[config.mk]
export PLATFORM = sky130hd
export DESIGN_NAME = cdc_toggle_rx_fifo
export DESIGN_NICKNAME = d
export VERILOG_FILES = /design/src/rtl/cdc_toggle_rx_fifo.sv
export SDC_FILE = /design/constraint.sdc
export NUM_CORES = 1
export LEC_CHECK = 0
export CORE_ASPECT_RATIO = 1.5
export CORE_UTILIZATION = 54
export CTS_CLUSTER_SIZE = 8
export DETAILED_ROUTE_END_ITERATION = 8
export GPL_TIMING_DRIVEN = 0
export PLACE_DENSITY = 0.84
export SYNTH_ARGS = -nofsm -noshare
export SYNTH_HDL_FRONTEND = slang
export SYNTH_SLANG_ARGS = --single-unit
export TNS_END_PERCENT = 1
[constraint.sdc]
create_clock -name clk -period 2.8 [get_ports clk]
set_input_delay 0.28 -clock clk [delete_from_list [all_inputs] [get_ports clk]]
set_output_delay 0.28 -clock clk [all_outputs]
set_load 0.005 [all_outputs]
[src/rtl/cdc_toggle_rx_fifo.sv]
`timescale 1ns/1ps
// cdc_toggle_rx_fifo
// Destination side of a 2-phase toggle handshake. The request toggle is
// synchronised, each new toggle level captures the source's held word into a
// small FIFO, and the accepted level is returned as the ack toggle.
// While the FIFO is full, a pending event is held and its ack is withheld.
// Optional statistics counters are enabled by defining CDC_RX_STATS_EN.
module cdc_toggle_rx_fifo #(
    parameter int DATA_W      = 8,
    parameter int SYNC_STAGES = 2,
    parameter int DEPTH       = 4,
    parameter int CNT_W       = 16
) (
    input  logic                     clk,
    input  logic                     rst_n,
    input  logic                     req_tgl_async,
    input  logic [DATA_W-1:0]        data_async,
    output logic                     ack_tgl,
    output logic [DATA_W-1:0]        data_out,
    output logic                     valid_out,
    input  logic                     ready_in,
    output logic [$clog2(DEPTH):0]   level
`ifdef CDC_RX_STATS_EN
    ,
    output logic [CNT_W-1:0]         xfer_cnt,
    output logic [CNT_W-1:0]         stall_cnt
`endif
);

    localparam int AW = $clog2(DEPTH);
    localparam int PW = AW + 1;

    if (DATA_W < 1 || SYNC_STAGES < 2 || DEPTH < 2 ||
        (DEPTH & (DEPTH - 1)) != 0 || CNT_W < 1) begin : g_bad_params
        $error("cdc_toggle_rx_fifo: illegal parameter set");
    end

    logic [SYNC_STAGES-1:0] sync_p0;
    logic                   req_q;
    logic [DATA_W-1:0]      mem [DEPTH];
    logic [PW-1:0]          wr_ptr;
    logic [PW-1:0]          rd_ptr;

    logic sync_out;
    logic ev;
    logic empty;
    logic full;
    logic wr_en;
    logic pop;

    assign sync_out  = sync_p0[SYNC_STAGES-1];
    assign ev        = sync_out != req_q;
    assign empty     = wr_ptr == rd_ptr;
    assign full      = (wr_ptr[AW] != rd_ptr[AW]) && (wr_ptr[AW-1:0] == rd_ptr[AW-1:0]);
    // A full FIFO never takes a write, even if the head is popped on the same edge.
    assign wr_en     = ev && !full;
    assign valid_out = !empty;
    assign pop       = valid_out && ready_in;
    assign ack_tgl   = req_q;
    assign data_out  = mem[rd_ptr[AW-1:0]];
    // Pointer difference wraps modulo 2*DEPTH, so it is always 0..DEPTH.
    assign level     = wr_ptr - rd_ptr;

    // Synchroniser chain for the asynchronous request toggle.
    always_ff @(posedge clk or negedge rst_n) begin
        if (!rst_n) begin
            sync_p0 <= '0;
        end else begin
            sync_p0 <= {sync_p0[SYNC_STAGES-2:0], req_tgl_async};
        end
    end

    // Accept a new toggle level and capture the held source word into the FIFO.
    always_ff @(posedge clk or negedge rst_n) begin
        if (!rst_n) begin
            req_q  <= 1'b0;
            wr_ptr <= '0;
            for (int i = 0; i < DEPTH; i++) begin
                mem[i] <= '0;
            end
        end else if (wr_en) begin
            req_q                <= sync_out;
            wr_ptr               <= wr_ptr + PW'(1);
            mem[wr_ptr[AW-1:0]]  <= data_async;
        end
    end

    // Advance the read pointer when the consumer takes the head word.
    always_ff @(posedge clk or negedge rst_n) begin
        if (!rst_n) begin
            rd_ptr <= '0;
        end else if (pop) begin
            rd_ptr <= rd_ptr + PW'(1);
        end
    end

`ifdef CDC_RX_STATS_EN
    // Count accepted words (wrapping) and full-stall cycles (saturating).
    always_ff @(posedge clk or negedge rst_n) begin
        if (!rst_n) begin
            xfer_cnt  <= '0;
            stall_cnt <= '0;
        end else begin
            if (wr_en) begin
                xfer_cnt <= xfer_cnt + CNT_W'(1);
            end
            if (ev && full && (stall_cnt != {CNT_W{1'b1}})) begin
                stall_cnt <= stall_cnt + CNT_W'(1);
            end
        end
    end
`endif

endmodule
Word level (Yosys, flattened, before mapping)
Cells that the tools add are included.

$add $sub $neg: 3. Order comparisons: 3. Equal/unequal tests: 4. Muxes and demuxes: 6. Bitwise gates (word level): 2. Reduce and logical (&&, ||, !) cells: 6.

Operators with widths (count): bitwise mux 32 bit (1); 2-to-1 mux 8 bit (3); binary-select mux 8 bit (select 2 bit) (1); demux 8 bit (select 2 bit) (1); adder 3 x 1 -> 3 bit, second input constant (2); >= comparator 3 bit, second input constant (2); inverter 2 -> 3 bit (2); logical AND 1 bit (4); == test 3 bit (1); < comparator 3 x 1 -> 1 bit, second input constant (1); subtractor 3 bit (1); == test 2 bit (1); zero test 1 bit (2); inequality test 1 bit (2).

Bits in registers: 41. Bits of input ports: 12. Output and inout bits: 13. Logic and storage cells: 32.

Depth between registers and ports, before layout
Gate-level depths: netlist of the first run.

Depth in word-level cells: 6. Mapped depth: 6. Depth with buffers taken out: 5.

Worst setup path before layout of the first run
OpenSTA, ideal clock, no wires.

Path type: register to register. Start: reg rd_ptr[1]. End: reg mem[0] (netlist bit). Library setup time: 125 ps. Data arrival time: 1987 ps. Data required time: 2675 ps. Slack: 688 ps. Cell stages (with the launch flop): 7. Buffers on the path: 1. Clock period less this slack: 2112 ps. Cell sequence: dfrtp_1 > clkbuf_1 > inv_1 > ha_1 > nand2_1 > o211ai_2 > mux2_2.

Word-level cells in the longest chain between the ends: 4.

RTL lines: start: declaration (line 42) `logic [PW-1:0] rd_ptr;`; start signal: assignment (line 93) `rd_ptr <= rd_ptr + PW'(1);`; == test 2 bit (line 54) `assign full = (wr_ptr[AW] != rd_ptr[AW]) && (wr_ptr[AW-1:0] == rd_ptr[AW-1:0]);`; logical AND 1 bit (line 54); zero test 1 bit (line 56) `assign wr_en = ev && !full;`; logical AND 1 bit (line 56); end signal: indexed assignment (line 84) `mem[wr_ptr[AW-1:0]] <= data_async;`; end: declaration (line 40) `logic [DATA_W-1:0] mem [DEPTH];`.

No other way between the ends. A chain may end at the register's enable or synchronous reset.

Worst setup path in the final report of the first run
Start: reg rd_ptr[1]. End: reg mem[3] (netlist bit).

The elaborated chain is that of the path after synthesis.

==> results of run 1 <==
==> synth_stat cells <==
master	n	area share
a31o_2	1	0.0046
buf_2	1	0.0026
ha_1	7	0.046
o21ai_0	1	0.0026
nor2_1	1	0.0020
mux4_2	8	0.095
mux2_2	35	0.21
o211ai_2	4	0.026
nand3_1	1	0.0026
xnor2_1	4	0.018
a31oi_1	1	0.0033
clkbuf_1	1	0.0020
fa_1	1	0.011
xnor2_2	1	0.0086
xor2_1	2	0.0092
nand2_1	2	0.0040
dfrtp_1	41	0.54
inv_1	6	0.012
==> worst max-delay path, cell delays in order, from the launching register on <==
cell	delay, ns
dfrtp_1	0.39
clkbuf_1	0.49
inv_1	0.10
ha_1	0.36
nand2_1	0.18
o211ai_2	0.55
mux2_2	0.42
==> where the power goes <==
part / switching [W] / internal, W / leakage [nW] / total, W
Combinational: 0.000651 / 0.00100 / 0.444 / 0.00166
Sequential: 0.000169 / 0.000894 / 0.478 / 0.00106
Clock: 0.000189 / 0.000223 / 0.0542 / 0.000411
==> metal layers <==
metal / wire, um / up-vias
li1: - / 488
met1: 1350 / 551
met2: 1820 / 21
met3: 75 / 6
met4: 51 / 0
met5: 0 / -
==> worst max-delay path by stage <==
stage                                from                 end  slack (ns)
detailed placement  rd_ptr[1]$_DFFE_PN0P_  mem[3]$_DFFE_PN0P_        0.17
CTS                 rd_ptr[1]$_DFFE_PN0P_  mem[3]$_DFFE_PN0P_        0.16
global placement    rd_ptr[1]$_DFFE_PN0P_  mem[0]$_DFFE_PN0P_        0.19
finish              rd_ptr[1]$_DFFE_PN0P_  mem[3]$_DFFE_PN0P_        0.19
floorplan           rd_ptr[1]$_DFFE_PN0P_  mem[0]$_DFFE_PN0P_        0.69
global route        rd_ptr[1]$_DFFE_PN0P_  mem[3]$_DFFE_PN0P_        0.01
==> cells in the final DEF (no fill, tap or decap), types with 2 or more instances in the layout <==
master           count
dfrtp_1             41
mux2_2              35
clkdlybuf4s50_1     23
mux4_2               8
ha_1                 7
clkbuf_8             7
inv_1                6
xnor2_1              4
o211ai_2             4
buf_2                2
nand2_1              2
xor2_1               2
==> cells by family after synthesis <==
logic type	Yosys count
AOI/OAI and AO/OA	7
muxes	43
DFF	41
buffers and inverters	8
and+or+nand+nor	4
adders and majority gates	8
xor gates and xnor gates	7
==> flip-flops by register name (all words and copies together), names as in the netlist <==
signal / cells
ack_tgl: 1
mem: 32
rd_ptr: 3
sync_p0: 2
wr_ptr: 3
==> area by class of cell <==
type / instances / area (um^2)
buffer: 2 / 8.76
inverter: 6 / 22.5
multi-input combinational: 69 / 837
clock inverter: 1 / 5.00
sequential: 41 / 1030
clock buffer: 7 / 96.3
fill: 256 / 1100
tap: 42 / 52.6
timing repair buffer: 24 / 235
==> metrics by stage <==
stage | worst slack [ns] | hold WS [ns] | total power, W
after floorplan | 0.688 | -0.0156 | 0.00208
after global placement | 0.186 | 0.337 | 0.00265
after detailed placement | 0.173 | 0.358 | 0.00274
after CTS | 0.161 | 0.127 | 0.00317
after global routing | 0.0149 | 0.177 | 0.00335
final | 0.190 | 0.104 | 0.00313
==> run metrics, run 1 <==
status completed; skew final about 0.0071 ns; grt met1 use 0.248; post-CTS resize count 0; grt total ovfl 0; Tightest Pin Transition 0.869 ns; layout cells sized above 1 0.393; Yosys reg bits between 40 and 50; Data arrival, critical path 2.78 ns; area of placed instances approximately 0.0022 mm^2; largest family of logic cells by synthesized area multiplexers; Pwr Density between 1000 and 1500 mW/mm^2; H-Tree Depth 2; Tmin final 2.61 ns; Tcrit/Tclk final 0.932; Worst Path Required between 2 and 3 ns; clock buffer depth 2; Cells after Synth 118; final count of negative-setup-slack endpoints 0; Yosys warnings 0; gpl congestion 0.711; Post-DRT Antenna Nets 0; Hold/Removal Path Class input port to async pin; Post-Route Setup TNS 0 ns; XOR/XNOR Fraction of Synth Area 0.0363; drt pass-1 iters 4; met3 Use GR 0.0429; Final Cell Area approximately 0.0023 mm^2; Die ar. ~0.0038 mm^2; gr busiest metal met2; Vias/cell roughly 5.6; ANT cells 0; Worst VDD drop 833 uV; placed insts about 180; crit path kind flop to flop; area of the core between 0.003 and 0.004 mm^2; compound-cell area share of the yosys netlist 0.0370; max cap viols 0; root buffer cell clkbuf_8; routing usage on met2 0.350; initial DRC count 16; effective utilization at floorplan 0.560; Synth Area in Simple Gates 0.00859; Syn Nets ~140; cts hold-fix bufs 0; R2R Path End mem[3]$_DFFE_PN0P_; post-DP HPWL 2330 um; fin. max-slew vios 0; Seq/Total Area, Yosys 0.542; Post-Synth Adder-Cell Area 0.0568; Pleak approximately 0.98 nW; row cnt 26; post-layout util 0.675; maximum clock frequency 383 MHz; Nets roughly 170; critical-path maximum fanout 10; final non-filler cell total approximately 190; crit path launch type flop; port bufs 24; reg2reg start rd_ptr[1]$_DFFE_PN0P_; # IOs 25; number of global-route vias before repair around 1200; largest net degree at the start of global routing 42; # DRC 0; Avg Inst Size Synth around 16 um^2; Worst-path clk slew 0.08 ns; mux contribution to synthesized area 0.303; setup slack on the worst flop-to-flop path ~0.19 ns; CP Capture Type flop; P&R area growth vs syn 20.5%; first-pass GRT wire length about 5400 um; Hold Violations, Final 0; Vias 1066; Die Y about 75 um; Cell variety after synth 18; Tot GR Track Use 0.203; RSZ-0062 raised after global routing no; clock latency at the later pin of the worst-skew pair between 0.2 and 0.3 ns; CTS Buf Count 5; Post-Syn Area 0.00189 mm^2; CTS sink cnt slightly above 40; drt total wl about 3300 um; routed len/inst approximately 17 um; CTS tree yes; max_slew headroom 0.421; initial antenna violation count 0; DIE WIDTH between 50 and 60 um; cells on worst reg2reg path 6; Setup Buffers After CTS 0
Power figures use the tool's default switching activity.
==> run 2: changes to the inputs <==
--- a/config.mk
+++ b/config.mk
@@ -6,11 +6,11 @@
 export NUM_CORES = 1
 export LEC_CHECK = 0
 export CORE_ASPECT_RATIO = 1.5
-export CORE_UTILIZATION = 54
+export CORE_UTILIZATION = 30
 export CTS_CLUSTER_SIZE = 8
 export DETAILED_ROUTE_END_ITERATION = 8
 export GPL_TIMING_DRIVEN = 0
-export PLACE_DENSITY = 0.84
+export PLACE_DENSITY = 0.55
 export SYNTH_ARGS = -nofsm -noshare
 export SYNTH_HDL_FRONTEND = slang
 export SYNTH_SLANG_ARGS = --single-unit
==> run 2 against run 1 <==
Effect of this change: non-clock buffer count did not move; sequential power hardly changed; critical path depth is the same; utilization is 30 points lower; power is 0.25% higher; combinational power about the same; clock power decreased by 7.1%; global-route usage decreased by 7.4 points; flip-flop and latch count stayed put; die area is 77% higher; largest power group unchanged.
==> run metrics, run 2 (synthesized netlist as in run 1, its figures left out) <==
max_slew headroom 0.403 (-0.0174); maximum clock frequency 378 MHz (-1.4%); first-pass GRT wire length 6160 um (+15%); grt total ovfl 0 (unchanged); Combinational Power Share 0.540 (+0.011); crit path kind flop to flop; P&R area growth vs syn 22.3%; DIE WIDTH 66.9 um (+33%); port bufs 24 (unchanged); Hold Violations, Final 0 (unchanged); row cnt 35 (+35%); # IOs 25 (unchanged); most common cell after layout, fill and taps aside dfrtp_1; cell family with the largest share of critical-path delay buffers and inverters; Hold/Removal Path Class input port to async pin; clock power share 0.122 (-0.009); most frequent cells in the layout 41 x dfrtp_1, 35 x mux2_2, 23 x clkdlybuf4s50_1; Vias/cell 4.84 (-13%); layout cells sized above 1 0.383 (-0.0108); reg2reg start rd_ptr[1]$_DFFE_PN0P_; Worst VDD drop 338 uV (-59%); number of global-route vias before repair 1210 (+4.0%); Worst-path clk slew 0.07 ns (about the same); register share of total power 0.338 (-0.002); Post-DRT Antenna Nets 0 (unchanged); critical-path maximum fanout 10 (unchanged); # DRC 0 (unchanged); fin. max-slew vios 0 (unchanged); largest net degree at the start of global routing 42 (unchanged); crit path from rd_ptr[1]$_DFFE_PN0P_; crit path launch type flop; Pleak 0.966 nW (-1.0%); Multi-input gate area 846 um^2 (+1.0%); number of filler cells placed in the layout 591 (+130%); final count of negative-setup-slack endpoints 0 (unchanged); switching share of power 0.331 (+0.00853); Tightest Pin Transition 0.895 ns (+0.0261 ns); Die Y 99.3 um (+33%); Crit-path slowest cell o211ai_2; Pwr Density 1350 mW/mm^2 (-1.2%); Cell Chain, Critical Path clkbuf_1, inv_1, ha_1, nand2_1, o211ai_2, mux2_2; Tmin final 2.65 ns (+0.0374 ns); CTS tree yes; post-DP HPWL 2710 um (+16%); Final Cell Area 0.00232 mm^2 (+1.5%); Data arrival, critical path 2.82 ns (+0.04 ns); Slowest Stage Delay on Critical Path 0.55 ns (about the same); Tot GR Track Use 0.129 (-0.0735); initial DRC count 18 (+2); final hold slack 0.113 ns (+0.00921 ns); CTS sink cnt 41 (unchanged); largest register by flop count mem; clock latency at the later pin of the worst-skew pair 0.29 ns (about the same); gpl congestion 0.692 (-2.7%); Top Registers mem x32, rd_ptr x3, wr_ptr x3; area of the core 0.00613 mm^2 (+81%); Setup Buffers After CTS 0 (unchanged); Internal 0.00210 W (-1.0%); Vias 1080 (+1.3%); max cap viols 0 (unchanged); H-Tree Depth 2 (unchanged); max FFs per register 32 (unchanged); CP Capture Type flop; status completed; skew final 0.00469 ns (-0.00239 ns); CTS Buf Count 5 (unchanged); NetSw 0.00104 W (+2.9%); initial antenna violation count 0 (unchanged); RSZ-0062 raised after global routing yes; drt pass-1 iters 4 (unchanged); Bufs and invs on worst path 2 (unchanged); area of placed instances 0.00222 mm^2 (+1.8%); clock buffer depth 2 (unchanged); routed len/inst 16.5 um (-4.1%); FF/Latch Area 0.00103 mm^2 (unchanged); drt total wl 3680 um (+11%); root buffer cell clkbuf_8; ANT cells 0 (unchanged); Tcrit/Tclk final 0.945 (+0.0133); effective utilization at floorplan 0.309 (-0.251); Nets 169 (unchanged); Worst Path Required 2.97 ns (about the same); Post-Route Setup TNS 0 ns (unchanged); Die ar. 0.00664 mm^2 (+77%)
-- run 2: timing repair --
item	in CTS	in global routing
endpoints found under the setup margin	0	24
hold endpoints to repair	0	0
hold buffers	0	0
resized for setup	0	1
-- run 2: layer usage --
layer,up-vias,track usage,share of wire
li1,489,-,-
met1,566,0.143,0.39
met2,19,0.226,0.56
met3,6,0.0252,0.024
met4,0,0.0687,0.026
met5,-,0,0
-- run 2: power by group through the flow --
stage	clock (W)	sequential, W	combinational, W
floorplan	0	0.00102	0.00106
global placement	0	0.00104	0.00164
detailed placement	0	0.00108	0.00171
CTS	0.000392	0.00107	0.00172
global route	0.000418	0.00111	0.00186
finish	0.000382	0.00106	0.00169
-- run 2: cell type report --
type	count	area share
tap	74	0.0400
clock buffer	7	0.0373
sequential	41	0.443
buffer	2	0.00378
multi-input combinational	69	0.365
inverter	6	0.00972
timing repair buffer	24	0.102
-- run 2: worst paths after layout --
kind | end | slack, ns | depth (start not counted)
max | mem[17]$_DFFE_PN0P_ | 0.15 | 6
min | sync_p0[1]$_DFF_PN0_ | 0.11 | 1
max reg2reg | mem[17]$_DFFE_PN0P_ | 0.15 | 6
min reg2reg | sync_p0[1]$_DFF_PN0_ | 0.36 | 0
max in group asynchronous | mem[15]$_DFFE_PN0P_ | 2.12 | 1
min in group clk | sync_p0[1]$_DFF_PN0_ | 0.36 | 0
-- run 2: per-stage QoR --
step	setup WS, ns	instances	power (W)	util
after detailed placement	0.0497	216	0.00279	0.362
after global placement	0.105	216	0.00269	0.363
after CTS	0.0326	223	0.00317	0.377
after global routing	-0.0532	223	0.00338	0.378
after floorplan	0.688	118	0.00208	-
final	0.153	223	0.00314	0.378
